**src/rtl/mult_div_seq_pkg.sv**
```systemverilog
// Shared types and constants for the sequential multiply/divide unit.
// Op encodings, external ALU codes, FSM states and iteration count.
package mult_div_seq_pkg;

  typedef enum logic [1:0] {
    OP_MULT  = 2'b00,
    OP_MULTU = 2'b01,
    OP_DIV   = 2'b10,
    OP_DIVU  = 2'b11
  } op_e;

  localparam logic [3:0] ALU_NOP = 4'b0000;
  localparam logic [3:0] ALU_ADD = 4'b0010;
  localparam logic [3:0] ALU_SUB = 4'b0110;

  typedef enum logic [2:0] {
    S_IDLE,
    S_PREP,
    S_RUN,
    S_FIX,
    S_DONE
  } state_e;

  localparam int ITER = 32;

  function automatic logic is_div(op_e o);
    return o[1];
  endfunction

  function automatic logic is_signed(op_e o);
    return ~o[0];
  endfunction

endpackage

```
**src/rtl/mult_div_seq_if.sv**
```systemverilog
// Request/result bundle between a requester and mult_div_seq.
// master issues start/op/operands; slave returns status and results.
interface mult_div_seq_if;
  logic        start;
  logic [1:0]  op;
  logic [31:0] rs_val;
  logic [31:0] rt_val;
  logic        busy;
  logic        done;
  logic [31:0] hi;
  logic [31:0] lo;

  modport master (
    output start, op, rs_val, rt_val,
    input  busy, done, hi, lo
  );

  modport slave (
    input  start, op, rs_val, rt_val,
    output busy, done, hi, lo
  );
endinterface

```
**src/rtl/mult_div_seq.sv**
```systemverilog
// Sequential 32x32 multiply / 32/32 divide borrowing a shared ALU.
// Shift-add multiply and restoring divide, 35 cycles start to done.
module mult_div_seq
  import mult_div_seq_pkg::*;
(
  input  logic        clk,
  input  logic        rst,
  mult_div_seq_if.slave bus,
  output logic        alu_own,
  output logic [3:0]  alu_ctr,
  output logic [31:0] alu_a,
  output logic [31:0] alu_b,
  input  logic [31:0] alu_f,
  input  logic        alu_cf
);

  localparam logic [4:0] LAST = 5'(ITER - 1);

  state_e      state_q, state_d;
  op_e         op_q, op_d;
  logic [31:0] a_q, a_d;
  logic [31:0] b_q, b_d;
  logic [31:0] p_q, p_d;
  logic [4:0]  cnt_q, cnt_d;
  logic        sgn_q, sgn_d;
  logic        rsgn_q, rsgn_d;
  logic [31:0] hi_q, hi_d;
  logic [31:0] lo_q, lo_d;
  logic [32:0] s;
  logic [63:0] prod;

  assign bus.busy = (state_q != S_IDLE);
  assign bus.done = (state_q == S_DONE);
  assign bus.hi   = hi_q;
  assign bus.lo   = lo_q;

  // State and datapath registers, synchronous reset.
  always_ff @(posedge clk) begin
    if (rst) begin
      state_q <= S_IDLE;
      op_q    <= OP_MULT;
      a_q     <= '0;
      b_q     <= '0;
      p_q     <= '0;
      cnt_q   <= '0;
      sgn_q   <= 1'b0;
      rsgn_q  <= 1'b0;
      hi_q    <= '0;
      lo_q    <= '0;
    end else begin
      state_q <= state_d;
      op_q    <= op_d;
      a_q     <= a_d;
      b_q     <= b_d;
      p_q     <= p_d;
      cnt_q   <= cnt_d;
      sgn_q   <= sgn_d;
      rsgn_q  <= rsgn_d;
      hi_q    <= hi_d;
      lo_q    <= lo_d;
    end
  end

  // Next state, datapath updates and ALU drive.
  always_comb begin
    state_d = state_q;
    op_d    = op_q;
    a_d     = a_q;
    b_d     = b_q;
    p_d     = p_q;
    cnt_d   = cnt_q;
    sgn_d   = sgn_q;
    rsgn_d  = rsgn_q;
    hi_d    = hi_q;
    lo_d    = lo_q;
    alu_own = 1'b0;
    alu_ctr = ALU_NOP;
    alu_a   = '0;
    alu_b   = '0;
    s       = '0;
    prod    = '0;
    unique case (state_q)
      S_IDLE: begin
        if (bus.start) begin
          state_d = S_PREP;
          op_d    = op_e'(bus.op);
          a_d     = bus.rs_val;
          b_d     = bus.rt_val;
        end
      end
      S_PREP: begin
        sgn_d  = is_signed(op_q) & (a_q[31] ^ b_q[31]);
        rsgn_d = is_signed(op_q) & a_q[31];
        if (is_signed(op_q) && a_q[31]) a_d = -a_q;
        if (is_signed(op_q) && b_q[31]) b_d = -b_q;
        p_d     = '0;
        cnt_d   = '0;
        state_d = S_RUN;
      end
      S_RUN: begin
        alu_own = 1'b1;
        if (is_div(op_q)) begin
          s       = {p_q, a_q[31]};
          alu_ctr = ALU_SUB;
          alu_a   = s[31:0];
          alu_b   = b_q;
          if (s[32] || !alu_cf) begin
            p_d = alu_f;
            a_d = {a_q[30:0], 1'b1};
          end else begin
            p_d = s[31:0];
            a_d = {a_q[30:0], 1'b0};
          end
        end else begin
          alu_ctr = ALU_ADD;
          alu_a   = p_q;
          alu_b   = a_q[0] ? b_q : '0;
          p_d     = {alu_cf, alu_f[31:1]};
          a_d     = {alu_f[0], a_q[31:1]};
        end
        cnt_d = cnt_q + 5'd1;
        if (cnt_q == LAST) state_d = S_FIX;
      end
      S_FIX: begin
        if (is_div(op_q)) begin
          lo_d = sgn_q  ? -a_q : a_q;
          hi_d = rsgn_q ? -p_q : p_q;
        end else begin
          prod = {p_q, a_q};
          if (sgn_q) prod = -prod;
          hi_d = prod[63:32];
          lo_d = prod[31:0];
        end
        state_d = S_DONE;
      end
      S_DONE: state_d = S_IDLE;
      default: state_d = S_IDLE;
    endcase
  end

endmodule

```
**src/flat_wrapper.sv**
```systemverilog
// flat-port wrapper written by rule: the top's interface ports become plain ports
module mult_div_seq_flat import mult_div_seq_pkg::*;
  (clk, rst, alu_own, alu_ctr, alu_a, alu_b, alu_f, alu_cf, bus_start, bus_op, bus_rs_val, bus_rt_val, bus_busy, bus_done, bus_hi, bus_lo);
  mult_div_seq_if bus_i ();
  input  logic clk;
  input  logic rst;
  output logic alu_own;
  output logic [3:0] alu_ctr;
  output logic [31:0] alu_a;
  output logic [31:0] alu_b;
  input  logic [31:0] alu_f;
  input  logic alu_cf;
  input wire logic [$bits(bus_i.start)-1:0] bus_start;
  input wire logic [$bits(bus_i.op)-1:0] bus_op;
  input wire logic [$bits(bus_i.rs_val)-1:0] bus_rs_val;
  input wire logic [$bits(bus_i.rt_val)-1:0] bus_rt_val;
  output wire logic [$bits(bus_i.busy)-1:0] bus_busy;
  output wire logic [$bits(bus_i.done)-1:0] bus_done;
  output wire logic [$bits(bus_i.hi)-1:0] bus_hi;
  output wire logic [$bits(bus_i.lo)-1:0] bus_lo;
  assign bus_i.start = bus_start;
  assign bus_i.op = bus_op;
  assign bus_i.rs_val = bus_rs_val;
  assign bus_i.rt_val = bus_rt_val;
  assign bus_busy = bus_i.busy;
  assign bus_done = bus_i.done;
  assign bus_hi = bus_i.hi;
  assign bus_lo = bus_i.lo;
  mult_div_seq u_core (.clk(clk), .rst(rst), .bus(bus_i), .alu_own(alu_own), .alu_ctr(alu_ctr), .alu_a(alu_a), .alu_b(alu_b), .alu_f(alu_f), .alu_cf(alu_cf));
endmodule
```
**config.mk**
```make
export PLATFORM = sky130hd
export DESIGN_NAME = mult_div_seq_flat
export DESIGN_NICKNAME = d
export VERILOG_FILES = /design/src/rtl/mult_div_seq_pkg.sv /design/src/rtl/mult_div_seq_if.sv /design/src/rtl/mult_div_seq.sv /design/src/flat_wrapper.sv
export SDC_FILE = /design/constraint.sdc
export NUM_CORES = 1
export LEC_CHECK = 0
export CAP_MARGIN = 10
export CORE_MARGIN = 2
export CORE_UTILIZATION = 33
export DETAILED_ROUTE_END_ITERATION = 6
export GPL_TIMING_DRIVEN = 0
export PLACE_DENSITY = 0.64
export REMOVE_ABC_BUFFERS = 1
export SKIP_LAST_GASP = 1
export SYNTH_ARGS = -nofsm -noshare
export SYNTH_HDL_FRONTEND = slang
export SYNTH_SLANG_ARGS = --single-unit
```
**constraint.sdc**
```tcl
create_clock -name clk -period 3 [get_ports clk]
set_clock_uncertainty 0.2 [all_clocks]
set_input_delay 0.6 -clock clk [delete_from_list [all_inputs] [get_ports clk]]
set_output_delay 0.6 -clock clk [all_outputs]
set_load 0.02 [all_outputs]
```
Yosys cells after proc, flatten, opt, wreduce, memory -nomap -nowiden
Index checks and enable logic that the tools add are counted.
Storage, ports and cells
  input port bits: 102
  flip-flop bits (word level): 172
  output and inout port bits: 135
  logic and storage cells: 69
Operators by class
  equality and inequality tests: 9
  reductions and logical operators: 13
  $add $sub $neg: 5
  multiplexer cells: 28
  bitwise gates (word level): 4
Operators with widths (number)
  two-way mux 32 bit: 16
  case mux 32 bit (2 select lines): 2
  negator 32 bit: 3
  case mux 32 bit (3 select lines): 1
  two-way mux 64 bit: 1
  negator 64 bit: 1
  case mux 3 bit (4 select lines): 1
  case mux 5 bit (2 select lines): 1
  two-way mux 3 bit: 3
  == test 3 x 2 -> 1 bit (second input constant): 2
  != test 2 x 1 -> 1 bit (second input constant): 3
  AND reduction 3 bit: 2
  nonzero test 3 bit: 2
  adder 5 x 1 -> 5 bit (second input constant): 1
  == test 5 bit (second input constant): 1
  two-way mux 4 bit: 1
  AND reduction 2 bit: 2
  nonzero test 2 bit: 2
  == test 3 x 1 -> 1 bit (second input constant): 1
  == test 3 bit (second input constant): 1
  logical NOT 3 bit: 1
  bitwise AND 1 bit: 2
  logical AND 1 bit: 2
  two-way mux 1 bit: 2
  other kinds (5): 5

Logic depth before layout (Yosys ltp)
  depth after elaboration: 5
  mapped depth: 10
  depth with buffers taken out: 8

Worst setup path before layout
Ideal clock, no wire load.
  path type: register to output
  start: reg u_core.op_q[1]
  end: out alu_a[1]
  cell stages (with the launch flop): 7
  required time: 2200 ps
  path buffers: 4
  setup slack: 70 ps
  arrival: 2130 ps
  cells stage by stage: dfxtp_1 -> clkbuf_1 -> clkbuf_1 -> buf_1 -> buf_1 -> nand2_1 -> a21oi_1
Between the ends
  cells in the longest elaborated chain, start to end: 2
Ends and longest elaborated chain
  start: declaration: RTL line mult_div_seq.sv:20  | op_e op_q, op_d;
  start signal: assignment: RTL line mult_div_seq.sv:52  | op_q <= op_d;
  two-way mux 32 bit: RTL line mult_div_seq.sv:102  | if (is_div(op_q)) begin
  two-way mux 32 bit: RTL line mult_div_seq.sv:82  | unique case (state_q)
  end: declaration: RTL line flat_wrapper.sv:9  | output logic [31:0] alu_a;
No other way between the ends.

Final worst setup path
  start: reg u_core.b_q[5]
  end: reg u_core.b_q[25]
Between the ends
  cells in the longest elaborated chain, start to end: 3
Ends and longest elaborated chain
  start: declaration: RTL line mult_div_seq.sv:22  | logic [31:0] b_q, b_d;
  start signal: assignment: RTL line mult_div_seq.sv:43  | b_q <= '0;
  start signal: assignment: RTL line mult_div_seq.sv:54  | b_q <= b_d;
  negator 32 bit: RTL line mult_div_seq.sv:95  | if (is_signed(op_q) && b_q[31]) b_d = -b_q;
  two-way mux 32 bit: RTL line mult_div_seq.sv:95
  case mux 32 bit (2 select lines): RTL line mult_div_seq.sv:82
No other way between the ends. The select of a mux whose other input is x is not followed.
A chain may end at the register's enable or synchronous reset.

==> flow_metrics.py <==
metrics = {
    "logic_synthesis": {
        "yosys_most_used_dff": "sky130_fd_sc_hd__dfxtp_1",
        "yosysWarnings": 0,
        "synth_area_per_cell_um2": 7.32,
        "area_of_the_mapped_netlist_um2": 11400,
        "number_of_synthesized_flops_with_an_enable_pin": 0,
        "synthesis.instances": 1563,
        "ys_async_sr_fraction_pct": 0,
        "synth-seq-cells": 172,
        "ys_types": 76,
        "synth_seq_area_share_pct": 30.1,
    },
    "cts": {
        "cts_root_buf": "sky130_fd_sc_hd__clkbuf_16",
        "clock-sinks": 172,
        "post_cts_hold_buffer_count": 0,
        "worst_setup_hold_path_clk_slew_ps": 80,
        "cts_tree": "yes",
        "ctsLongestPathBuffers": 2,
        "clk_latency_worst_skew_pair_ps": 450,
        "htreeDepth": 4,
        "cts_made_buffers": 17,
    },
    "setup_path": {
        "crit_path_top_delay_cell": "sky130_fd_sc_hd__or4_1",
        "timing.critical_path.cells": "or4_1 > nor3_4 > nand3_1 > or4_1 > mux2i_1 > a2111oi_0",
        "arrival_ps": 3070,
        "timing.critical_path.fanout_max": 7,
        "startpoint_type": "flop",
        "critPathMostFrequentCell": "sky130_fd_sc_hd__or4_1",
        "worst_setup_path_end_kind": "flop",
        "crit_type": "flop to flop",
        "worst-endpoint-required_ps": 3110,
        "critical-path-max-stage-delay_ps": 680,
    },
    "timing": {
        "period_minus_slack_ps": 2950,
        "finalCritPeriodShare_pct": 98.4,
        "worst_pin_slew_ps": 1040,
        "slew_violations": 0,
        "setup_repair_after_global_routing_missed_its_margin": "yes",
        "clock.fmax_mhz": 339,
        "final.setup.tns_ps": 0,
        "max_slew_margin_pct": 30.8,
        "timing_hold_violations_final": 0,
        "setup_viol": 0,
    },
    "drt": {
        "initial_drc_count": 1183,
        "route.antenna.remaining_nets": 0,
        "drt_pre_antenna_iters": 7,
        "finalWirelength_um": 42100,
        "post-route-drc-count": 1,
        "vias": 12435,
        "route.detailed.wl_per_inst_um": 19.4,
        "drt-vias-per-instance": 5.73,
    },
    "cells_and_area": {
        "multi_input_comb_area_um2": 7500,
        "filler_cell_count": 3536,
        "final_nets": 1807,
        "layout.cells.non_filler": 2170,
        "ff_latch_area_um2": 3470,
        "area_delta_synth_final_pct": 33.0,
        "final_cell_mix": "251 x sky130_fd_sc_hd__nor2_1, 166 x sky130_fd_sc_hd__clkdlybuf4s50_1, 162 x sky130_fd_sc_hd__dfxtp_1, 106 x sky130_fd_sc_hd__o21ai_0, 105 x sky130_fd_sc_hd__a21oi_1",
        "final_layout_size_suffix_gt1_share_pct": 10.9,
        "leading_cell_type_in_the_layout_fill_and_taps_excluded": "sky130_fd_sc_hd__nor2_1",
    },
    "global_routing": {
        "groute.usage.overall_pct": 22.8,
        "maximum_number_of_pins_on_one_net_before_global_route_repair": 104,
        "grt_residual_overflow": 0,
        "grt_pass1_vias": 11519,
        "grt_first_pass_wirelength_um": 65900,
        "antenna_found_initial": 4,
    },
    "place": {
        "dp_hpwl_um": 27200,
        "finalWeightedCongestion": 0.871,
        "place.detailed.instances": 2094,
        "numPortBuffers": 234,
    },
    "status": {
        "run_status": "finished with violations",
        "violations": "design-rule violations",
    },
    "flow_run": {
        "cap_violations": 0,
    },
    "floorplan": {
        "floorplan.initialDensity_pct": 33.3,
        "row_count": 68,
        "die_w_um": 190,
        "fp.dieArea_um2": 36200,
        "die_height_um": 190,
        "coreArea_um2": 34400,
        "ioPinCount": 237,
    },
    "min_path": {
        "worst_min_delay_path_class": "flop to flop",
    },
    "power_and_ir_drop": {
        "max-vdd-ir-drop_mv": 0.384,
        "static-leakage-power_nw": 5.70,
        "power_density_nw_per_um2": 493,
    },
}
logic make-up (layout without fill, tap and decap cells):
| kind of cell | Yosys count | after routing | share of synthesized area [%] |
|---|---|---|---|
| AND/OR/NAND/NOR | 635 | 639 | 27.0 |
| AO/OA/AOI/OAI | 421 | 421 | 23.9 |
| buffers and inverters | 189 | 334 | 6.61 |
| flip-flops | 172 | 172 | 30.1 |
| multiplexers | 101 | 101 | 8.86 |
| XOR/XNOR | 39 | 39 | 2.99 |
| adder cells (fa/ha/maj) | 5 | 5 | 0.547 |
| other | 1 | 4 | 0.0328 |
Yosys cell counts (26+ instances only):
cell,instances,area [um^2]
sky130_fd_sc_hd__a22oi_1,26,195
sky130_fd_sc_hd__o21ai_0,106,531
sky130_fd_sc_hd__nor3_1,73,365
sky130_fd_sc_hd__a21oi_1,106,531
sky130_fd_sc_hd__dfxtp_1,172,3440
sky130_fd_sc_hd__or3_1,27,169
sky130_fd_sc_hd__mux2i_1,99,991
sky130_fd_sc_hd__nor2_1,256,961
sky130_fd_sc_hd__nand3_1,35,175
sky130_fd_sc_hd__clkbuf_1,139,522
sky130_fd_sc_hd__nand2_1,101,379
sky130_fd_sc_hd__a211oi_1,79,593
sky130_fd_sc_hd__and2_1,34,213
state kept, by name (all words and copies together) (netlist names):
register,flops
u_core.b_q,32
u_core.rsgn_q,1
u_core.state_q,3
u_core.op_q,2
u_core.cnt_q,5
u_core.bus.hi,32
u_core.sgn_q,1
u_core.p_q,32
u_core.a_q,32
u_core.bus.lo,32
worst max-delay path: cells and delay by family (launching register included):
kind	cells	cell delay (ps)
AO/OA/AOI/OAI	1	430
multiplexers	1	130
flip-flops	1	360
AND/OR/NAND/NOR	4	1690
path summary, 6_finish.rpt:
kind | to | slack, ps | cells past startpoint | start
worst max-delay path | u_core.b_q[25] | 50 | 6 | u_core.b_q[5]
worst min register to register | u_core.bus.hi[15] | 260 | 2 | u_core.bus.hi[15]
worst min-delay path | u_core.bus.hi[15] | 260 | 2 | u_core.bus.hi[15]
worst max register to register | u_core.b_q[25] | 50 | 6 | u_core.b_q[5]
metal layers:
layer / wire [um] / track usage (%)
met5: 11 / 0
met3: 2470 / 3.19
met1: 19200 / 31.9
met2: 19400 / 35.9
met4: 960 / 7.84
area by class of cell:
| type | count | area share (%) |
|---|---|---|
| Tap cell | 455 | 3.74 |
| Sequential cell | 172 | 22.8 |
| Clock buffer | 18 | 2.82 |
| Timing Repair Buffer | 287 | 19.7 |
| Clock inverter | 14 | 1.18 |
| Multi-Input combinational cell | 1207 | 49.3 |
| Inverter | 15 | 0.395 |
| Antenna cell | 2 | 0.0329 |
repair_timing:
item,CTS,global route
gates cloned,9,0
pin swaps,9,11
gates resized for setup,122,64
setup buffers,21,11
setup endpoints to repair,187,72
stage by stage:
step	utilization [%]	instance area, um^2	hold WS, ps	power [W]	setup WS [ps]
2_1_floorplan	-	10700	236	0.00407	-2890
3_3_place_gp	39.7	13700	241	0.00482	-8240
3_5_place_dp	40.8	14000	249	0.00488	-1130
4_1_cts	44.0	15100	260	0.00744	-66.8
5_1_grt	44.3	15200	280	0.00789	-118
6_report	44.3	15200	257	0.00750	46.5
power breakdown:
part	internal (W)	switching, W	total, W
clock	0.00133	0.00106	0.00239
combinational	0.00100	0.00139	0.00239
sequential	0.00244	0.000284	0.00272
total	0.00477	0.00274	0.00750
Note: power is estimated with default switching activity, not from simulation.
